[src/rtl/mips_pkg.sv]
// rtl/mips_pkg.sv - shared MIPS constants, instruction-type codes and arbiter FSM encoding
// Purpose : common definitions imported by the memory arbiter and its helpers.
// Contents: opcode constants, instruction-type enum with a decode helper,
//           read-return FSM state encoding (IDLE / RD_IF / RD_DM).
package mips_pkg;

  localparam logic [5:0] OP_RTYPE = 6'h00;
  localparam logic [5:0] OP_J     = 6'h02;
  localparam logic [5:0] OP_BEQ   = 6'h04;
  localparam logic [5:0] OP_ADDI  = 6'h08;
  localparam logic [5:0] OP_LW    = 6'h23;
  localparam logic [5:0] OP_SW    = 6'h2B;
  localparam logic [5:0] OP_HLT   = 6'h3F;

  typedef enum logic [1:0] {
    ITYPE_R = 2'd0,
    ITYPE_I = 2'd1,
    ITYPE_J = 2'd2,
    ITYPE_H = 2'd3
  } instr_type_e;

  typedef enum logic [1:0] {
    ARB_IDLE  = 2'd0,
    ARB_RD_IF = 2'd1,
    ARB_RD_DM = 2'd2
  } arb_state_e;

  function automatic instr_type_e decode_type(input logic [5:0] op);
    case (op)
      OP_RTYPE: decode_type = ITYPE_R;
      OP_J:     decode_type = ITYPE_J;
      OP_HLT:   decode_type = ITYPE_H;
      default:  decode_type = ITYPE_I;
    endcase
  endfunction

endpackage

[src/rtl/mips_mem_arbiter_if.sv]
// rtl/mips_mem_arbiter_if.sv - bundle of requester and memory signals around the arbiter
// Purpose : groups the IF requester, DM requester, halt and memory-side signals.
// Modports: slave  - the arbiter (takes requests and mem_rdata, drives grants/returns/memory)
//           master - the environment (requesters plus memory)
interface mips_mem_arbiter_if #(
  parameter int AW = 10,
  parameter int DW = 32
);
  logic          if_req;
  logic [AW-1:0] if_addr;
  logic          if_gnt;
  logic          if_rvalid;
  logic [DW-1:0] if_rdata;
  logic          dm_req;
  logic          dm_we;
  logic [AW-1:0] dm_addr;
  logic [DW-1:0] dm_wdata;
  logic          dm_gnt;
  logic          dm_rvalid;
  logic [DW-1:0] dm_rdata;
  logic          halt;
  logic          mem_en;
  logic          mem_we;
  logic [AW-1:0] mem_addr;
  logic [DW-1:0] mem_wdata;
  logic [DW-1:0] mem_rdata;

  modport slave (
    input  if_req, if_addr, dm_req, dm_we, dm_addr, dm_wdata, halt, mem_rdata,
    output if_gnt, if_rvalid, if_rdata, dm_gnt, dm_rvalid, dm_rdata,
           mem_en, mem_we, mem_addr, mem_wdata
  );

  modport master (
    output if_req, if_addr, dm_req, dm_we, dm_addr, dm_wdata, halt, mem_rdata,
    input  if_gnt, if_rvalid, if_rdata, dm_gnt, dm_rvalid, dm_rdata,
           mem_en, mem_we, mem_addr, mem_wdata
  );
endinterface

[src/rtl/mips_starve_ctr.sv]
// rtl/mips_starve_ctr.sv - saturating starvation counter for the fetch requester
// Purpose: counts consecutive denied fetch cycles, saturating at MAX.
// Ports  : clk, rst (async active-high), inc (count one), clr (zero, wins over inc),
//          at_max (count has reached MAX).
module mips_starve_ctr #(
  parameter int MAX = 4
) (
  input  logic clk,
  input  logic rst,
  input  logic inc,
  input  logic clr,
  output logic at_max
);
  localparam int W = $clog2(MAX + 1);

  logic [W-1:0] cnt_q;

  assign at_max = (cnt_q == W'(MAX));

  always_ff @(posedge clk or posedge rst) begin
    if (rst) begin
      cnt_q <= '0;
    end else if (clr) begin
      cnt_q <= '0;
    end else if (inc && !at_max) begin
      cnt_q <= cnt_q + 1'b1;
    end
  end
endmodule

[src/rtl/mips_mem_arbiter.sv]
// rtl/mips_mem_arbiter.sv - single-port unified memory arbiter for instruction fetch and data
// Purpose: shares one synchronous single-port memory between IF and DM, one access per
//          cycle, grants combinational, read data returned one cycle after the grant.
// Ports  : clk, rst (async active-high), bus (mips_mem_arbiter_if.slave: if_*, dm_*,
//          halt, mem_*).
// Config : MIPS_MEM_ARB_STARVE_GUARD_EN - when defined, IF is forced after STARVE_MAX
//          consecutive denied cycles; otherwise DM always wins.
module mips_mem_arbiter
  import mips_pkg::*;
#(
  parameter int AW         = 10,
  parameter int DW         = 32,
  parameter int STARVE_MAX = 4
) (
  input  logic clk,
  input  logic rst,
  mips_mem_arbiter_if.slave bus
);

  if (STARVE_MAX < 1) begin : g_bad_starve_max
    $error("STARVE_MAX must be at least 1");
  end

  arb_state_e    state_q;
  logic          halted_q;
  logic          if_ok;
  logic          dm_ok;
  logic          if_gnt;
  logic          dm_gnt;
  logic [AW-1:0] mem_addr_d;
  logic [DW-1:0] mem_wdata_d;

  // Grants are masked during reset so nothing reaches the memory while rst is high.
  assign if_ok = bus.if_req & ~halted_q & ~rst;
  assign dm_ok = bus.dm_req & ~rst;

`ifdef MIPS_MEM_ARB_STARVE_GUARD_EN
  logic starve_inc;
  logic starve_clr;
  logic starve_at_max;

  assign if_gnt     = if_ok & (~dm_ok | starve_at_max);
  assign starve_inc = bus.if_req & ~if_gnt;
  assign starve_clr = ~starve_inc;

  mips_starve_ctr #(.MAX(STARVE_MAX)) u_starve_ctr (
    .clk    (clk),
    .rst    (rst),
    .inc    (starve_inc),
    .clr    (starve_clr),
    .at_max (starve_at_max)
  );
`else
  assign if_gnt = if_ok & ~dm_ok;
`endif

  assign dm_gnt = dm_ok & ~if_gnt;

  always_comb begin
    mem_addr_d = '0;
    if (dm_gnt) begin
      mem_addr_d = bus.dm_addr;
    end else if (if_gnt) begin
      mem_addr_d = bus.if_addr;
    end
  end

  assign mem_wdata_d = (dm_gnt && bus.dm_we) ? bus.dm_wdata : '0;

  assign bus.if_gnt    = if_gnt;
  assign bus.dm_gnt    = dm_gnt;
  assign bus.mem_en    = if_gnt | dm_gnt;
  assign bus.mem_we    = dm_gnt & bus.dm_we;
  assign bus.mem_addr  = mem_addr_d;
  assign bus.mem_wdata = mem_wdata_d;

  // The state records which requester owns the data the memory presents this cycle.
  always_ff @(posedge clk or posedge rst) begin
    if (rst) begin
      state_q  <= ARB_IDLE;
      halted_q <= 1'b0;
    end else begin
      halted_q <= halted_q | bus.halt;
      if (if_gnt) begin
        state_q <= ARB_RD_IF;
      end else if (dm_gnt && !bus.dm_we) begin
        state_q <= ARB_RD_DM;
      end else begin
        state_q <= ARB_IDLE;
      end
    end
  end

  assign bus.if_rvalid = (state_q == ARB_RD_IF);
  assign bus.dm_rvalid = (state_q == ARB_RD_DM);
  assign bus.if_rdata  = (state_q == ARB_RD_IF) ? bus.mem_rdata : '0;
  assign bus.dm_rdata  = (state_q == ARB_RD_DM) ? bus.mem_rdata : '0;

endmodule
[src/flat_wrapper.sv]
// flat-port wrapper written by rule: the top's interface ports become plain ports
module mips_mem_arbiter_flat import mips_pkg::*;
#(
  parameter int AW         = 10,
  parameter int DW         = 32,
  parameter int STARVE_MAX = 4
)
  (clk, rst, bus_if_req, bus_if_addr, bus_dm_req, bus_dm_we, bus_dm_addr, bus_dm_wdata, bus_halt, bus_mem_rdata, bus_if_gnt, bus_if_rvalid, bus_if_rdata, bus_dm_gnt, bus_dm_rvalid, bus_dm_rdata, bus_mem_en, bus_mem_we, bus_mem_addr, bus_mem_wdata);
  mips_mem_arbiter_if #(.AW(AW), .DW(DW)) bus_i ();
  input  logic clk;
  input  logic rst;
  input wire logic [$bits(bus_i.if_req)-1:0] bus_if_req;
  input wire logic [$bits(bus_i.if_addr)-1:0] bus_if_addr;
  input wire logic [$bits(bus_i.dm_req)-1:0] bus_dm_req;
  input wire logic [$bits(bus_i.dm_we)-1:0] bus_dm_we;
  input wire logic [$bits(bus_i.dm_addr)-1:0] bus_dm_addr;
  input wire logic [$bits(bus_i.dm_wdata)-1:0] bus_dm_wdata;
  input wire logic [$bits(bus_i.halt)-1:0] bus_halt;
  input wire logic [$bits(bus_i.mem_rdata)-1:0] bus_mem_rdata;
  output wire logic [$bits(bus_i.if_gnt)-1:0] bus_if_gnt;
  output wire logic [$bits(bus_i.if_rvalid)-1:0] bus_if_rvalid;
  output wire logic [$bits(bus_i.if_rdata)-1:0] bus_if_rdata;
  output wire logic [$bits(bus_i.dm_gnt)-1:0] bus_dm_gnt;
  output wire logic [$bits(bus_i.dm_rvalid)-1:0] bus_dm_rvalid;
  output wire logic [$bits(bus_i.dm_rdata)-1:0] bus_dm_rdata;
  output wire logic [$bits(bus_i.mem_en)-1:0] bus_mem_en;
  output wire logic [$bits(bus_i.mem_we)-1:0] bus_mem_we;
  output wire logic [$bits(bus_i.mem_addr)-1:0] bus_mem_addr;
  output wire logic [$bits(bus_i.mem_wdata)-1:0] bus_mem_wdata;
  assign bus_i.if_req = bus_if_req;
  assign bus_i.if_addr = bus_if_addr;
  assign bus_i.dm_req = bus_dm_req;
  assign bus_i.dm_we = bus_dm_we;
  assign bus_i.dm_addr = bus_dm_addr;
  assign bus_i.dm_wdata = bus_dm_wdata;
  assign bus_i.halt = bus_halt;
  assign bus_i.mem_rdata = bus_mem_rdata;
  assign bus_if_gnt = bus_i.if_gnt;
  assign bus_if_rvalid = bus_i.if_rvalid;
  assign bus_if_rdata = bus_i.if_rdata;
  assign bus_dm_gnt = bus_i.dm_gnt;
  assign bus_dm_rvalid = bus_i.dm_rvalid;
  assign bus_dm_rdata = bus_i.dm_rdata;
  assign bus_mem_en = bus_i.mem_en;
  assign bus_mem_we = bus_i.mem_we;
  assign bus_mem_addr = bus_i.mem_addr;
  assign bus_mem_wdata = bus_i.mem_wdata;
  mips_mem_arbiter #(.AW(AW), .DW(DW), .STARVE_MAX(STARVE_MAX)) u_core (.clk(clk), .rst(rst), .bus(bus_i));
endmodule
[config.mk]
export PLATFORM = sky130hd
export DESIGN_NAME = mips_mem_arbiter_flat
export DESIGN_NICKNAME = d
export VERILOG_FILES = /design/src/rtl/mips_pkg.sv /design/src/rtl/mips_mem_arbiter_if.sv /design/src/rtl/mips_starve_ctr.sv /design/src/rtl/mips_mem_arbiter.sv /design/src/flat_wrapper.sv
export SDC_FILE = /design/constraint.sdc
export NUM_CORES = 1
export LEC_CHECK = 0
export CAP_MARGIN = 30
export CORE_AREA = 2 2 79 81
export CTS_CLUSTER_SIZE = 8
export DETAILED_ROUTE_END_ITERATION = 12
export DIE_AREA = 0 0 81 83
export PLACE_DENSITY_LB_ADDON = 0.05
export REMOVE_ABC_BUFFERS = 1
export SLEW_MARGIN = 10
export SYNTH_ARGS = -nofsm -noshare
export SYNTH_HDL_FRONTEND = slang
export SYNTH_SLANG_ARGS = --single-unit
[constraint.sdc]
create_clock -name clk -period 1.6 [get_ports clk]
set_clock_uncertainty 0.2 [all_clocks]
set_input_delay 0.32 -clock clk [delete_from_list [all_inputs] [get_ports clk]]
set_output_delay 0.32 -clock clk [all_outputs]
set_load 0.02 [all_outputs]
==> results of run 1 <==
path summary, 6_finish.rpt:
kind / startpoint / end / depth (start not counted)
worst max-delay path: u_core.halted_q / bus_mem_addr[0] / 3
worst min-delay path: bus_dm_we / u_core.state_q[1] / 4
worst max register to register: u_core.halted_q / u_core.state_q[0] / 5
worst min register to register: u_core.halted_q / u_core.halted_q / 3
max in group asynchronous: rst / u_core.state_q[0] / 4
min in group asynchronous: rst / u_core.state_q[1] / 4
synthesized netlist by cell type:
| cell type | instances |
|---|---|
| sky130_fd_sc_hd__nor3_1 | 2 |
| sky130_fd_sc_hd__nor2b_1 | 1 |
| sky130_fd_sc_hd__dfrtp_1 | 3 |
| sky130_fd_sc_hd__a21oi_1 | 11 |
| sky130_fd_sc_hd__or2_2 | 1 |
| sky130_fd_sc_hd__clkbuf_1 | 7 |
| sky130_fd_sc_hd__nand4bb_1 | 9 |
| sky130_fd_sc_hd__and2_1 | 96 |
| sky130_fd_sc_hd__and3b_2 | 1 |
| sky130_fd_sc_hd__buf_2 | 4 |
| sky130_fd_sc_hd__inv_1 | 2 |
| sky130_fd_sc_hd__nand2_1 | 10 |
| sky130_fd_sc_hd__or4bb_1 | 1 |
| sky130_fd_sc_hd__nor2_1 | 1 |
| sky130_fd_sc_hd__buf_6 | 3 |
| sky130_fd_sc_hd__and2b_1 | 1 |
| sky130_fd_sc_hd__nand2b_1 | 1 |
area by class of cell:
class	count	area, µm²
timing repair buffer	235	2610
fill	510	1860
multi-input combinational	135	1120
tap	75	93.8
sequential	3	75.1
clock buffer	4	45.0
inverter	2	7.51
routing by layer:
metal / GRT usage, % / vias to the layer above / share of wire, %
met5: 0 / - / 0
met3: 6.41 / 8 / 13
li1: - / 943 / -
met1: 15.2 / 850 / 31
met4: 4.93 / 0 / 1.5
met2: 30.7 / 132 / 55
cell usage in the layout (no fill, tap or decap), drive strengths merged:
cell and n:
buf 142, a21oi 11, and2 96, nand2b 1
inv 2, dlygate4sd2 2, and3b 1, dlygate4sd3 1
nor2b 1, clkdlybuf4s50 84, nor3 2, and2b 1
nand2 10, nor2 1, nand4bb 9, clkbuf 10
or4bb 1, dfrtp 3, or2 1
timing repair:
item	4_1_cts	5_1_grt
resized for setup	659	137
pin swaps	41	56
hold endpoints to repair	3	0
endpoints found under the setup margin	112	112
cloned	5	7
hold buffers	1	0
setup buffers	5	6
tightest hold or removal path: stages:
cell                     delay, ns
sky130_fd_sc_hd__buf_6        0.07
sky130_fd_sc_hd__buf_4        0.09
sky130_fd_sc_hd__buf_4        0.08
sky130_fd_sc_hd__nor3_1       0.04
flip-flops by register name (all words and copies together), names as in the netlist:
| signal | cells |
|---|---|
| u_core.halted_q | 1 |
| u_core.state_q | 2 |
cells by family (layout without fill, tap and decap cells):
kind of cell           count (synthesis)  in the layout  synth area share [%]
and+or+nand+nor                      124            124                  78.6
buffers and inverters                 16            241                  8.60
AOI/OAI and AO/OA                     11             11                  5.41
DFF                                    3              3                  7.37
power groups by stage:
stage / clock network (mW) / logic [mW] / registers [mW]
3_3_place_gp: 0 / 0.512 / 0.0787
5_1_grt: 0.235 / 0.664 / 0.0784
4_1_cts: 0.226 / 0.571 / 0.0779
3_5_place_dp: 0 / 0.513 / 0.0788
6_report: 0.220 / 0.628 / 0.0783
2_1_floorplan: 0 / 0.135 / 0.0785
==> flow_results.org, run 1 <==
** Timing
- Final critical-path required period :: 1.91 ns
- Final hold slack :: approximately 0.22 ns
- Final count of pins violating max slew :: 0
- Setup violations remaining at the end of the flow were counted as 111.
- Slew @ Worst Pin :: 0.183 ns
- Setup slack on the critical path of the routed design comes to -0.305 ns.
- Total Neg Setup Slack :: -20.82 ns
- The total count of hold-check failures in the final report was 0.
- Maximum clock frequency :: 525 MHz
- The final critical path takes up 119% of the cycle.
- RSZ-0062 raised after global routing :: true
- Headroom to the max-slew limit came out at 87.8%.

** Run status
- Failing checks :: negative setup slack
- The flow ran to the end, but the final reports show violations.

** Global route
- The number of antenna violations at the first check in global routing is 0.
- Total overflow reported by the global router :: 0
- Wire length of the first global-routing pass :: 8710 µm
- Pin count of the biggest net entering global routing :: 34
- Gr usage total :: between 10% and 20%
- Vias in the first global route :: between 1500 and 2000

** Run
- Max-cap violations in this run came to 0.

** Place
- Pre-CTS setup slack :: -0.990 ns
- HPWL after detailed placement :: roughly 4600 µm
- During placement, the flow inserted port buffers numbering ~200.
- In this run, placement finished with an instance count of 428.
- Area of placed instances :: 3170 µm²
- The congestion estimate from routability-driven global placement came to between 0.8 and 0.9.

** Route
- DR vias :: 1933
- Routed wire length :: 6740 µm
- Number of design rule violations left after detail routing :: 0
- Once detail routing completed, the nets flagged for antenna violations numbered 0.
- Initial detailed-routing violation count :: 40
- After detailed routing, the average wire length per cell comes to around 15 µm.
- Using the TritonRoute via totals, the vias-per-cell ratio works out to 4.26.
- The first TritonRoute pass finished after 4 iterations.

** Clock tree
- TritonCTS clock tree :: built
- After clock tree synthesis, the clock-pin slew on the worst setup and hold paths is 0.03 ns.
- In this run, CTS created clock tree buffers numbering 3.
- CTS Root Cell :: sky130_fd_sc_hd__clkbuf_8
- In this run the number of H-tree levels came out at 1.
- The later pin in the worst-skew pair is clocked with a latency of 0.21 ns.
- Count of clock tree sinks :: 3
- Maximum clock path buffer count :: 2

** Floorplanning
- In this run the horizontal extent of the chip is between 80 and 90 µm.
- Die height :: 83 µm
- Initial standard-cell utilization of the core :: 17.5%
- In this run the standard cell core region covers roughly 5800 µm².
- Count of standard-cell rows :: 28
- Die area :: 6720 µm²
- For this design the top-level I/O count stands at 202.

** Setup path
- Slowest Stage Delay on Critical Path :: between 0.4 and 0.5 ns
- Walking the worst path, the cells encountered are or4bb_1, a21oi_1, buf_4.
- Nature of the critical path endpoint :: output pin
- The setup check on the worst reg-to-reg path leaves a slack of around 0.30 ns.
- Kind of cell adding the most delay to the critical path :: simple AND/OR/NAND/NOR gates
- CP startpoint kind :: register
- For the worst setup path, the data required time is 1.08 ns.
- Category of the most critical setup path :: reg -> out
- Together, buffers and inverters on the worst path number 1.
- Worst-path fanout max :: 2
- The slowest stage of the critical path belongs to the cell sky130_fd_sc_hd__or4bb_1.
- At the worst endpoint, the arrival time is 1.39 ns.

** Pwr
- Cell internal power was estimated by the tool at around 650 µW.
- Of the total power, combinational logic draws 67.8%.
- Lkg Pwr :: 1.86 nW
- The worst-case IR drop observed on VDD is 0.164 mV.
- Switching share of power :: 29.4%
- The share of total power dissipated in sequential elements is 8.5%.
- Power comes to 927 µW.
- The analysis attributes to net switching a power of 272 µW.
- Power density cells :: about 230 nW/µm²
- Of the total power, the clock network draws 23.7%.

** Synthesis
- The Yosys step of the flow raised 0 warnings.
- Biggest area contributors in the synthesized netlist :: sky130_fd_sc_hd__and2_1 59%, sky130_fd_sc_hd__nand4bb_1 10%, sky130_fd_sc_hd__dfrtp_1 7.4%
- The average instance in the mapped netlist occupies ~6.6 µm².
- Counting every instance in the synthesized netlist gives 154.
- The share of synthesized area in the top cell type comes to approximately 60%.
- Of all cell types, the one taking the most synthesized area is sky130_fd_sc_hd__and2_1.
- Counting distinct cell types in the post-synthesis netlist gives 17.
- Synth Register Bits :: 3
- Sequential area share after synthesis :: 7.37%
- The cell area that synthesis handed to floorplanning was 1020 µm².

** Cells and area
- Number of antenna cells inserted :: 0
- The finished layout holds around 450 standard cells, fillers aside.
- Area growth syn-to-layout :: 288%
- Summing all non-filler instances in the final layout gives an area of 3950 µm².
- Fraction of final layout cells with drive strength greater than 1 :: 67.0%
- Final core utilization :: 68.0%
- For this run, the post-layout net count is 470.

** Hold path
- The worst hold path belongs to the class in -> reg.
Power figures use the tool's default switching activity.
==> run 2: changes to the inputs <==
--- a/config.mk
+++ b/config.mk
@@ -5,6 +5,7 @@
 export SDC_FILE = /design/constraint.sdc
 export NUM_CORES = 1
 export LEC_CHECK = 0
+export ABC_AREA = 0
 export CAP_MARGIN = 30
 export CORE_AREA = 2 2 79 81
 export CTS_CLUSTER_SIZE = 8
==> results of run 2 <==
Same layout as run 1: the final DEF is identical, and so are final timing and power.
